==> config.mk <==
export PLATFORM = sky130hd
export DESIGN_NAME = vga_pattern_gen
export DESIGN_NICKNAME = d
export VERILOG_FILES = /design/src/rtl/vga_pattern_gen.sv
export SDC_FILE = /design/constraint.sdc
export NUM_CORES = 1
export LEC_CHECK = 0
export ABC_AREA = 1
export CAP_MARGIN = 25
export CORE_MARGIN = 2
export CORE_UTILIZATION = 56
export CTS_CLUSTER_DIAMETER = 60
export DETAILED_ROUTE_END_ITERATION = 7
export DONT_BUFFER_PORTS = 1
export PLACE_DENSITY = 0.71
export SLEW_MARGIN = 20
export SYNTH_ARGS = -nofsm -noshare
export SYNTH_HDL_FRONTEND = slang
export SYNTH_SLANG_ARGS = --single-unit
==> constraint.sdc <==
create_clock -name pixel_clock -period 1.43 [get_ports pixel_clock]
set_clock_uncertainty 0.15 [all_clocks]
set_input_delay 0.286 -clock pixel_clock [delete_from_list [all_inputs] [get_ports pixel_clock]]
set_output_delay 0.286 -clock pixel_clock [all_outputs]
set_load 0.05 [all_outputs]
==> src/rtl/vga_pattern_gen.sv <==
// Registered test-pattern generator between the VGA timing core and the colour pins.
// Optional `PATTERN_ANIMATE_EN makes the mode-6 box bounce around the active area.
module vga_pattern_gen #(
  parameter int unsigned              H_ACTIVE          = 1280,
  parameter int unsigned              V_ACTIVE          = 800,
  parameter int unsigned              POS_WIDTH         = 12,
  parameter int unsigned              COLOR_DEPTH       = 4,
  parameter int unsigned              BORDER_WIDTH      = 100,
  parameter logic [3*COLOR_DEPTH-1:0] BORDER_COLOR      = 12'h303,
  parameter int unsigned              CHECKER_LOG2      = 5,
  parameter int unsigned              BOX_SIZE          = 64,
  parameter logic [2:0]               DEFAULT_MODE      = 3'd2,
  parameter logic                     H_ACTIVE_POLARITY = 1'b0,
  parameter logic                     V_ACTIVE_POLARITY = 1'b1
) (
  input  logic                     pixel_clock,
  input  logic                     reset_n,
  input  logic [POS_WIDTH-1:0]     h_position,
  input  logic [POS_WIDTH-1:0]     v_position,
  input  logic                     visible_area,
  input  logic                     hsync_in,
  input  logic                     vsync_in,
  input  logic [2:0]               mode_sel,
  input  logic                     mode_strobe,
  input  logic [3*COLOR_DEPTH-1:0] fg_color,
  output logic [COLOR_DEPTH-1:0]   vga_r,
  output logic [COLOR_DEPTH-1:0]   vga_g,
  output logic [COLOR_DEPTH-1:0]   vga_b,
  output logic                     vga_horizontal_sync,
  output logic                     vga_vertical_sync,
  output logic [2:0]               active_mode,
  output logic                     frame_start
);

  typedef enum logic [2:0] {
    MODE_BLACK    = 3'd0,
    MODE_SOLID    = 3'd1,
    MODE_BORDER   = 3'd2,
    MODE_BARS     = 3'd3,
    MODE_CHECKER  = 3'd4,
    MODE_GRADIENT = 3'd5,
    MODE_BOX      = 3'd6,
    MODE_BLACK_7  = 3'd7
  } mode_e;

  localparam int unsigned BORDER_RIGHT  = H_ACTIVE - BORDER_WIDTH;
  localparam int unsigned BORDER_BOTTOM = V_ACTIVE - BORDER_WIDTH;
  localparam int unsigned GRAD_STEP     = H_ACTIVE >> COLOR_DEPTH;

  mode_e active_q, pending_q, mode_now;
  logic  boundary;
  logic [31:0] h32, v32;

  assign boundary    = (h_position == '0) && (v_position == '0);
  assign h32         = 32'(h_position);
  assign v32         = 32'(v_position);
  assign active_mode = active_q;

  // A strobe landing on the boundary cycle takes effect for the frame starting now.
  always_comb begin
    mode_now = active_q;
    if (boundary) mode_now = mode_strobe ? mode_e'(mode_sel) : pending_q;
  end

  always_ff @(posedge pixel_clock or negedge reset_n) begin
    if (!reset_n) begin
      active_q  <= mode_e'(DEFAULT_MODE);
      pending_q <= mode_e'(DEFAULT_MODE);
    end else begin
      if (mode_strobe) pending_q <= mode_e'(mode_sel);
      if (boundary)    active_q  <= mode_now;
    end
  end

  logic [POS_WIDTH-1:0] box_x, box_y;

`ifdef PATTERN_ANIMATE_EN
  logic [POS_WIDTH-1:0] box_x_q, box_y_q;
  logic                 dx_neg_q, dy_neg_q, dx_neg_d, dy_neg_d;

  // The boundary pixel already sees the advanced position so a frame is never split.
  always_comb begin
    box_x    = box_x_q;
    box_y    = box_y_q;
    dx_neg_d = dx_neg_q;
    dy_neg_d = dy_neg_q;
    if (boundary && active_q == MODE_BOX) begin
      if (!dx_neg_q && (32'(box_x_q) + BOX_SIZE == H_ACTIVE)) begin
        dx_neg_d = 1'b1;
        box_x    = box_x_q - 1'b1;
      end else if (dx_neg_q && box_x_q == '0) begin
        dx_neg_d = 1'b0;
        box_x    = box_x_q + 1'b1;
      end else begin
        box_x    = dx_neg_q ? box_x_q - 1'b1 : box_x_q + 1'b1;
      end
      if (!dy_neg_q && (32'(box_y_q) + BOX_SIZE == V_ACTIVE)) begin
        dy_neg_d = 1'b1;
        box_y    = box_y_q - 1'b1;
      end else if (dy_neg_q && box_y_q == '0) begin
        dy_neg_d = 1'b0;
        box_y    = box_y_q + 1'b1;
      end else begin
        box_y    = dy_neg_q ? box_y_q - 1'b1 : box_y_q + 1'b1;
      end
    end
  end

  always_ff @(posedge pixel_clock or negedge reset_n) begin
    if (!reset_n) begin
      box_x_q  <= '0;
      box_y_q  <= '0;
      dx_neg_q <= 1'b0;
      dy_neg_q <= 1'b0;
    end else begin
      box_x_q  <= box_x;
      box_y_q  <= box_y;
      dx_neg_q <= dx_neg_d;
      dy_neg_q <= dy_neg_d;
    end
  end
`else
  assign box_x = POS_WIDTH'((H_ACTIVE - BOX_SIZE) / 2);
  assign box_y = POS_WIDTH'((V_ACTIVE - BOX_SIZE) / 2);
`endif

  logic [POS_WIDTH:0] box_x_end, box_y_end;
  logic               border_hit, checker_hit, box_hit;
  logic [2:0]         bar_idx;

  assign box_x_end = {1'b0, box_x} + (POS_WIDTH+1)'(BOX_SIZE);
  assign box_y_end = {1'b0, box_y} + (POS_WIDTH+1)'(BOX_SIZE);

  always_comb begin
    border_hit  = (h32 < BORDER_WIDTH) || (h32 >= BORDER_RIGHT) ||
                  (v32 < BORDER_WIDTH) || (v32 >= BORDER_BOTTOM);
    checker_hit = h_position[CHECKER_LOG2] ^ v_position[CHECKER_LOG2];
    box_hit     = (h_position >= box_x) && ({1'b0, h_position} < box_x_end) &&
                  (v_position >= box_y) && ({1'b0, v_position} < box_y_end);
    bar_idx     = '0;
    for (int unsigned k = 1; k < 8; k++) begin
      if (h32 >= (H_ACTIVE * k) / 8) bar_idx = 3'(k);
    end
  end

  logic [POS_WIDTH-1:0]   grad_cnt_q, grad_cnt_d;
  logic [COLOR_DEPTH-1:0] grad_lvl_q, grad_lvl_d;

  always_comb begin
    grad_cnt_d = grad_cnt_q + 1'b1;
    grad_lvl_d = grad_lvl_q;
    if (h_position == '0) begin
      grad_cnt_d = '0;
      grad_lvl_d = '0;
    end else if (32'(grad_cnt_q) == GRAD_STEP - 1) begin
      grad_cnt_d = '0;
      grad_lvl_d = (&grad_lvl_q) ? grad_lvl_q : grad_lvl_q + 1'b1;
    end
  end

  mode_e                    mode_s1;
  logic                     vis_s1, hs_s1, vs_s1, fs_s1;
  logic                     border_s1, checker_s1, box_s1;
  logic [2:0]               bar_s1;
  logic [3*COLOR_DEPTH-1:0] fg_s1;

  always_ff @(posedge pixel_clock or negedge reset_n) begin
    if (!reset_n) begin
      mode_s1    <= MODE_BLACK;
      vis_s1     <= 1'b0;
      hs_s1      <= ~H_ACTIVE_POLARITY;
      vs_s1      <= ~V_ACTIVE_POLARITY;
      fs_s1      <= 1'b0;
      border_s1  <= 1'b0;
      checker_s1 <= 1'b0;
      box_s1     <= 1'b0;
      bar_s1     <= '0;
      fg_s1      <= '0;
      grad_cnt_q <= '0;
      grad_lvl_q <= '0;
    end else begin
      mode_s1    <= mode_now;
      vis_s1     <= visible_area;
      hs_s1      <= hsync_in;
      vs_s1      <= vsync_in;
      fs_s1      <= boundary;
      border_s1  <= border_hit;
      checker_s1 <= checker_hit;
      box_s1     <= box_hit;
      bar_s1     <= bar_idx;
      fg_s1      <= fg_color;
      grad_cnt_q <= grad_cnt_d;
      grad_lvl_q <= grad_lvl_d;
    end
  end

  logic [3*COLOR_DEPTH-1:0] rgb_d;
  logic [2:0]               bar_rgb;

  always_comb begin
    rgb_d   = '0;
    bar_rgb = ~bar_s1;
    case (mode_s1)
      MODE_SOLID:    rgb_d = fg_s1;
      MODE_BORDER:   rgb_d = border_s1 ? BORDER_COLOR : '0;
      MODE_BARS:     rgb_d = {{COLOR_DEPTH{bar_rgb[2]}}, {COLOR_DEPTH{bar_rgb[1]}},
                              {COLOR_DEPTH{bar_rgb[0]}}};
      MODE_CHECKER:  rgb_d = checker_s1 ? '0 : fg_s1;
      MODE_GRADIENT: rgb_d = {grad_lvl_q, grad_lvl_q, grad_lvl_q};
      MODE_BOX:      rgb_d = box_s1 ? fg_s1 : '0;
      default:       rgb_d = '0;
    endcase
    if (!vis_s1) rgb_d = '0;
  end

  always_ff @(posedge pixel_clock or negedge reset_n) begin
    if (!reset_n) begin
      vga_r               <= '0;
      vga_g               <= '0;
      vga_b               <= '0;
      vga_horizontal_sync <= ~H_ACTIVE_POLARITY;
      vga_vertical_sync   <= ~V_ACTIVE_POLARITY;
      frame_start         <= 1'b0;
    end else begin
      vga_r               <= rgb_d[3*COLOR_DEPTH-1:2*COLOR_DEPTH];
      vga_g               <= rgb_d[2*COLOR_DEPTH-1:COLOR_DEPTH];
      vga_b               <= rgb_d[COLOR_DEPTH-1:0];
      vga_horizontal_sync <= hs_s1;
      vga_vertical_sync   <= vs_s1;
      frame_start         <= fs_s1;
    end
  end

endmodule

# Word-level counts from Yosys, hierarchy flattened

Index checks and enable logic that the tools add are counted.

Register bits after elaboration: 62
Bits in latches: 0
Memory bits (writable): 0
Bits in read-only memories: 0
Output and inout port bits: 18
Logic and storage cells: 78
Memories kept: 0

Add/subtract/negate cells: 2
Multipliers: 0
Divide/modulo/power cells: 0
Order comparisons: 15
Equality and inequality tests: 8
Shifts and indexed selects: 0
Multiplexer cells: 19
Bitwise gates (word level): 2
Reduce and logical (&&, ||, !) cells: 12

Operators with widths:

| kind                                                                                  | count |
|---|---|
| 12-bit one-hot mux with 6 select lines                                                | 1 |
| 12-bit by 10-bit greater-or-equal comparator with 1-bit output, second input constant | 5 |
| 12-bit two-way mux                                                                    | 5 |
| 12-bit by 9-bit greater-or-equal comparator with 1-bit output, second input constant  | 3 |
| 12-bit by 11-bit greater-or-equal comparator with 1-bit output, second input constant | 2 |
| 12-bit logical NOT                                                                    | 2 |
| 12-bit by 7-bit less-than comparator with 1-bit output, second input constant         | 2 |
| 3-bit two-way mux                                                                     | 6 |
| 12-bit by 1-bit adder with 12-bit output, second input constant                       | 1 |
| 12-bit by 7-bit equality test with 1-bit output, second input constant                | 1 |
| 12-bit by 8-bit greater-or-equal comparator with 1-bit output, second input constant  | 1 |
| 12-bit by 10-bit less-than comparator with 1-bit output, second input constant        | 1 |
| 12-bit by 9-bit less-than comparator with 1-bit output, second input constant         | 1 |
| 4-bit two-way mux                                                                     | 3 |
| 10-bit two-way mux                                                                    | 1 |
| 3-bit equality test, second input constant                                            | 3 |
| 3-bit by 2-bit equality test with 1-bit output, second input constant                 | 2 |
| 4-bit by 1-bit adder with 4-bit output, second input constant                         | 1 |
| 1-bit logical AND                                                                     | 4 |
| 2-bit two-way mux                                                                     | 2 |
| 4-bit AND reduction                                                                   | 1 |
| 3-bit by 1-bit equality test with 1-bit output, second input constant                 | 1 |
| 1-bit logical OR                                                                      | 3 |
| 3-bit inverter                                                                        | 1 |
| 5 further kinds                                                                       | 5 |

# Depth between registers and ports, before layout

Depth after elaboration: 8
Mapped depth: 10
Depth with buffers taken out: 10

# Worst setup path before layout

OpenSTA, ideal clock, no wires.

Path kind: flip-flop to flip-flop
Start point: register grad_cnt_q[0]
End point: register grad_cnt_q[10]
Setup time: 71 ps
Data arrival time: 1147 ps
Path slack: 62 ps
Stages on the path, launching flop included: 10
Clock period less this slack: 1368 ps
Path through: dfrtp_1 > ha_1 > nand2_1 > nor2_2 > nand2_1 > nor2_4 > nand3_1 > nand2_1 > nand2_1 > nor2_1

Cells in the longest elaborated chain, start to end: 3
Elaborated cells on any way between the ends: 4
Those cells by class: 1 x add/sub; 1 x eq/ne; 2 x mux

RTL lines:

| element                                                                                                            | line     | text |
|---|---|---|
| from (decl)                                                                                                        | 146      | `logic [POS_WIDTH-1:0] grad_cnt_q, grad_cnt_d;` |
| from (signal assigned)                                                                                             | 192      | `grad_cnt_q <= grad_cnt_d;` |
| 12-bit by 1-bit adder with 12-bit output / 12-bit by 7-bit equality test with 1-bit output (equally long branches) | 150, 155 |  |
| 12-bit two-way mux *                                                                                               | 155      | `end else if (32'(grad_cnt_q) == GRAD_STEP - 1) begin` |
| 12-bit two-way mux *                                                                                               | 152      | `if (h_position == '0) begin` |
| net grad_cnt_d[10]                                                                                                 | 146      |  |

Mark *: on every way through the listed nets, which the timed path passes. The rest lies on a longest branch.
A chain may end at the register's enable or synchronous reset.

# Worst setup path in the final report

Start point: register grad_cnt_q[10]
End point: register grad_lvl_q[2]

Cells in the longest elaborated chain, start to end: 3

RTL lines:

| element                                         | line | text |
|---|---|---|
| 12-bit by 7-bit equality test with 1-bit output | 155  |  |
| 2-bit nonzero test (no line)                    | -    |  |
| 2-bit AND reduction (no line)                   | -    |  |
| to (signal assigned)                            | 193  | `grad_lvl_q <= grad_lvl_d;` |
| to (decl)                                       | 147  | `logic [COLOR_DEPTH-1:0] grad_lvl_q, grad_lvl_d;` |

No other way between the ends.

==> qor.yml <==
outcome:
  status: "finished, violations left"
  violations: "negative hold slack, negative setup slack"
worst_setup_path:
  path_class: "flop to flop"
  critical_path_arrival_ns: 1.62
  endpoint_kind: "flop"
  critPathMaxStageDelay_ns: 0.39
  r2r-end: "grad_lvl_q[2]$_DFFE_PN0P_"
  worstPathRequired_ns: 1.50
  worstSetupStartpointType: "flop"
  path_cells: "inv_1 -> nand4_1 -> nor2_2 -> nand2_4 -> nand2_4 -> nand2_4 -> nand2_1 -> nand2_1"
  cp_max_fo: 5
  crit_buf_inv: 1
  cp.depth: 8
  crit_family: "simple AND/OR/NAND/NOR gates"
  crit_slowest_cell: "dfrtp_1"
  rr_startpoint: "grad_cnt_q[10]$_DFF_PN0_"
  cpMostUsedCell: "nand2_4"
  rrSetupSlack_ns: -0.12
  ff2ff_path_depth: 8
synth:
  yosysTopAreaCell: "dfrtp_1"
  netlist_instances: 308
  syn_area_per_cell_sq_um: 8.97
  yosysTopAreaCellShare_pct: 52.6
  synthesis.nets: 355
  synth_area_leaders: "dfrtp_1 (53%), nand2_1 (12%), nor2_1 (4.9%)"
  netlist_area_sq_mm: 0.00276
  yosysSeqAreaShare_pct: 56.4
  synth-seq-cells: 62
  synth_cell_types: 30
  yosys_warnings: 0
pwr:
  ir_drop_v: 0.000753
  p_per_area_mw_per_mm2: 1220
  p_leak_nw: 1.77
grt:
  grt_pass1_vias: 2220
  grt_overflow_total: 0
  grt_max_degree: 63
  antenna_found_initial: 0
  grt_pass1_wl_um: 9670
  grt.total_usage_pct: 23.6
finish:
  nets: 415
  n_antenna_cell: 0
  nFillCells: 334
  layout_common_cells: "nand2_1 (78), dfrtp_1 (55), inv_1 (30)"
  drive_above_1_share_pct: 24.1
  register_area_sq_mm: 0.00156
  areaGrowthSynthToFinish_pct: 31.2
  final_cells: 440
  multi_input_area_sq_mm: 0.00115
  final_common_cell: "nand2_1"
timing:
  final-setup-viol-count: 14
  hold_violations: 62
  slew_headroom_pct: 69.5
  timing.hold.ws_ns: -0.513
  fin_crit_ns: 1.55
  maxSlewViolCount: 0
  period_share_pct: 108
  setup-tns-final_ns: -0.800
  fmax_mhz: 645
  setup_ws_ns: -0.120
  worst_pin_slew_ns: 0.458
  rsz0062_at_grt: "yes"
place:
  place.port_buffers: 0
  dp_slack_ns: -0.0549
  dp_cells: 386
  gp_congestion: 0.857
  dpl.hpwl_um: 3830
cts:
  cts_made_buffers: 9
  cts_hold_buffers: 28
  root_buffer: "clkbuf_8"
  clk_pin_slew_ns: 0.07
  clock_latency_ns: 0.34
  cts_buffer_depth: 2
  cts_tree: "yes"
  cts.sinks: 62
  h-tree-depth: 3
drt:
  drtAntennaViolNets: 0
  wl_per_cell_um: 14.5
  drc: 0
  routed_wl_um: 6380
  drt_iter0_markers: 172
  avgViaCountPerCell: 5.23
  via_count: 2300
  first_pass_iters: 4
flow_run:
  max-cap-violations: 0
floorplanning:
  fp.dieH_um: 74.2
  ios: 63
  die_w_um: 74.2
  die-area_sq_mm: 0.00551
  rows: 25
  start_util_pct: 58.1
  core-area_sq_mm: 0.00475
min_path:
  worst_hold_path_type: "primary input to async pin"
## cells by family after synthesis
| family | share of synthesized area (%) |
|---|---|
| AND/OR/NAND/NOR | 28.6 |
| flip-flops | 56.4 |
| buffers and inverters | 6.39 |
| AO/OA/AOI/OAI | 5.84 |
| XOR/XNOR | 1.90 |
| adder cells (fa/ha/maj) | 0.906 |
## report_power, final
| group | switching [mW] | internal (mW) |
|---|---|---|
| Clock | 0.647 | 1.03 |
| Sequential | 0.122 | 1.91 |
| Combinational | 0.370 | 0.341 |
## timing repair
action | in CTS | in global routing
resized for setup | 10 | 34
endpoints found under the hold margin | 85 | 62
buffers inserted | 1 | 7
pin swaps | 2 | 11
gates cloned | 1 | 1
setup endpoints to repair | 11 | 34
## worst max-delay path by stage
stage | startpoint | endpoint
floorplan | grad_cnt_q[0]$_DFF_PN0_ | grad_cnt_q[10]$_DFF_PN0_
global placement | grad_cnt_q[0]$_DFF_PN0_ | grad_cnt_q[10]$_DFF_PN0_
detailed placement | grad_cnt_q[0]$_DFF_PN0_ | grad_cnt_q[10]$_DFF_PN0_
CTS | active_mode[1]$_DFFE_PN1P_ | active_mode[1]
global route | grad_cnt_q[1]$_DFF_PN0_ | grad_lvl_q[2]$_DFFE_PN0P_
finish | grad_cnt_q[10]$_DFF_PN0_ | grad_lvl_q[2]$_DFFE_PN0P_
## area by class of cell
| type | count | share of cell area (%) |
|---|---|---|
| inverter | 36 | 4.01 |
| multi-input combinational | 208 | 31.8 |
| tap | 67 | 2.31 |
| clock buffer | 13 | 4.11 |
| timing repair buffer | 51 | 12.8 |
| sequential | 62 | 43.1 |
| clock inverter | 3 | 1.87 |
## state kept, by name, summed over array words and instances, names as in the netlist
register / count
vga_horizontal_sync: 1
grad_cnt_q: 12
hs_s1: 1
vga_b: 4
vs_s1: 1
mode_s1: 3
box_s1: 1
active_mode: 3
pending_q: 3
bar_s1: 3
grad_lvl_q: 4
fs_s1: 1
vga_r: 4
border_s1: 1
vga_vertical_sync: 1
vga_g: 4
frame_start: 1
fg_s1: 12
vis_s1: 1
checker_s1: 1
## Yosys cell counts
| master | instances |
|---|---|
| nand2_1 | 85 |
| dfrtp_1 | 58 |
| nor2_1 | 36 |
| inv_1 | 33 |
| nand3_1 | 20 |
| a31oi_1 | 12 |
| nand4_1 | 8 |
| nor3_1 | 7 |
| a21oi_1 | 6 |
| xor2_1 | 6 |
| o21ai_0 | 5 |
| dfstp_2 | 4 |
| nand2_4 | 3 |
| nor2_2 | 3 |
| nor2_4 | 3 |
| ha_1 | 2 |
| nor3_2 | 2 |
| nor3b_2 | 2 |
| o211ai_1 | 2 |
| a41oi_1 | 1 |
| buf_12 | 1 |
| buf_4 | 1 |
| clkbuf_1 | 1 |
| clkinv_4 | 1 |
| inv_2 | 1 |
| inv_6 | 1 |
| nand2_2 | 1 |
| nor4_1 | 1 |
| o31ai_1 | 1 |
| or2_1 | 1 |
## layer usage
metal  vias to the layer above  GRT usage [%]  share of wire, %
li1                       1114              -                 -
met1                      1084           28.7                40
met3                        12           7.72               6.2
met2                        90           38.4                52
met4                         0           10.7               1.7
met5                         -              0                 0
## worst register-to-register path: cells and delay by family, from the launching register on
| family | cells | cell delay [ns] |
|---|---|---|
| buf+inv | 1 | 0.10 |
| simple gates | 7 | 0.80 |
| flops | 1 | 0.39 |
## metrics by stage
step | area [sq um] | hold WS (ns) | utilization [%] | total power, mW
floorplan | 2760 | -0.160 | - | 2.39
global placement | 2920 | -0.157 | 61.4 | 2.57
detailed placement | 2920 | -0.157 | 61.4 | 2.59
CTS | 3460 | -0.519 | 72.8 | 4.37
global route | 3620 | -0.532 | 76.2 | 4.63
finish | 3620 | -0.513 | 76.2 | 4.42
Power figures use the tool's default switching activity.
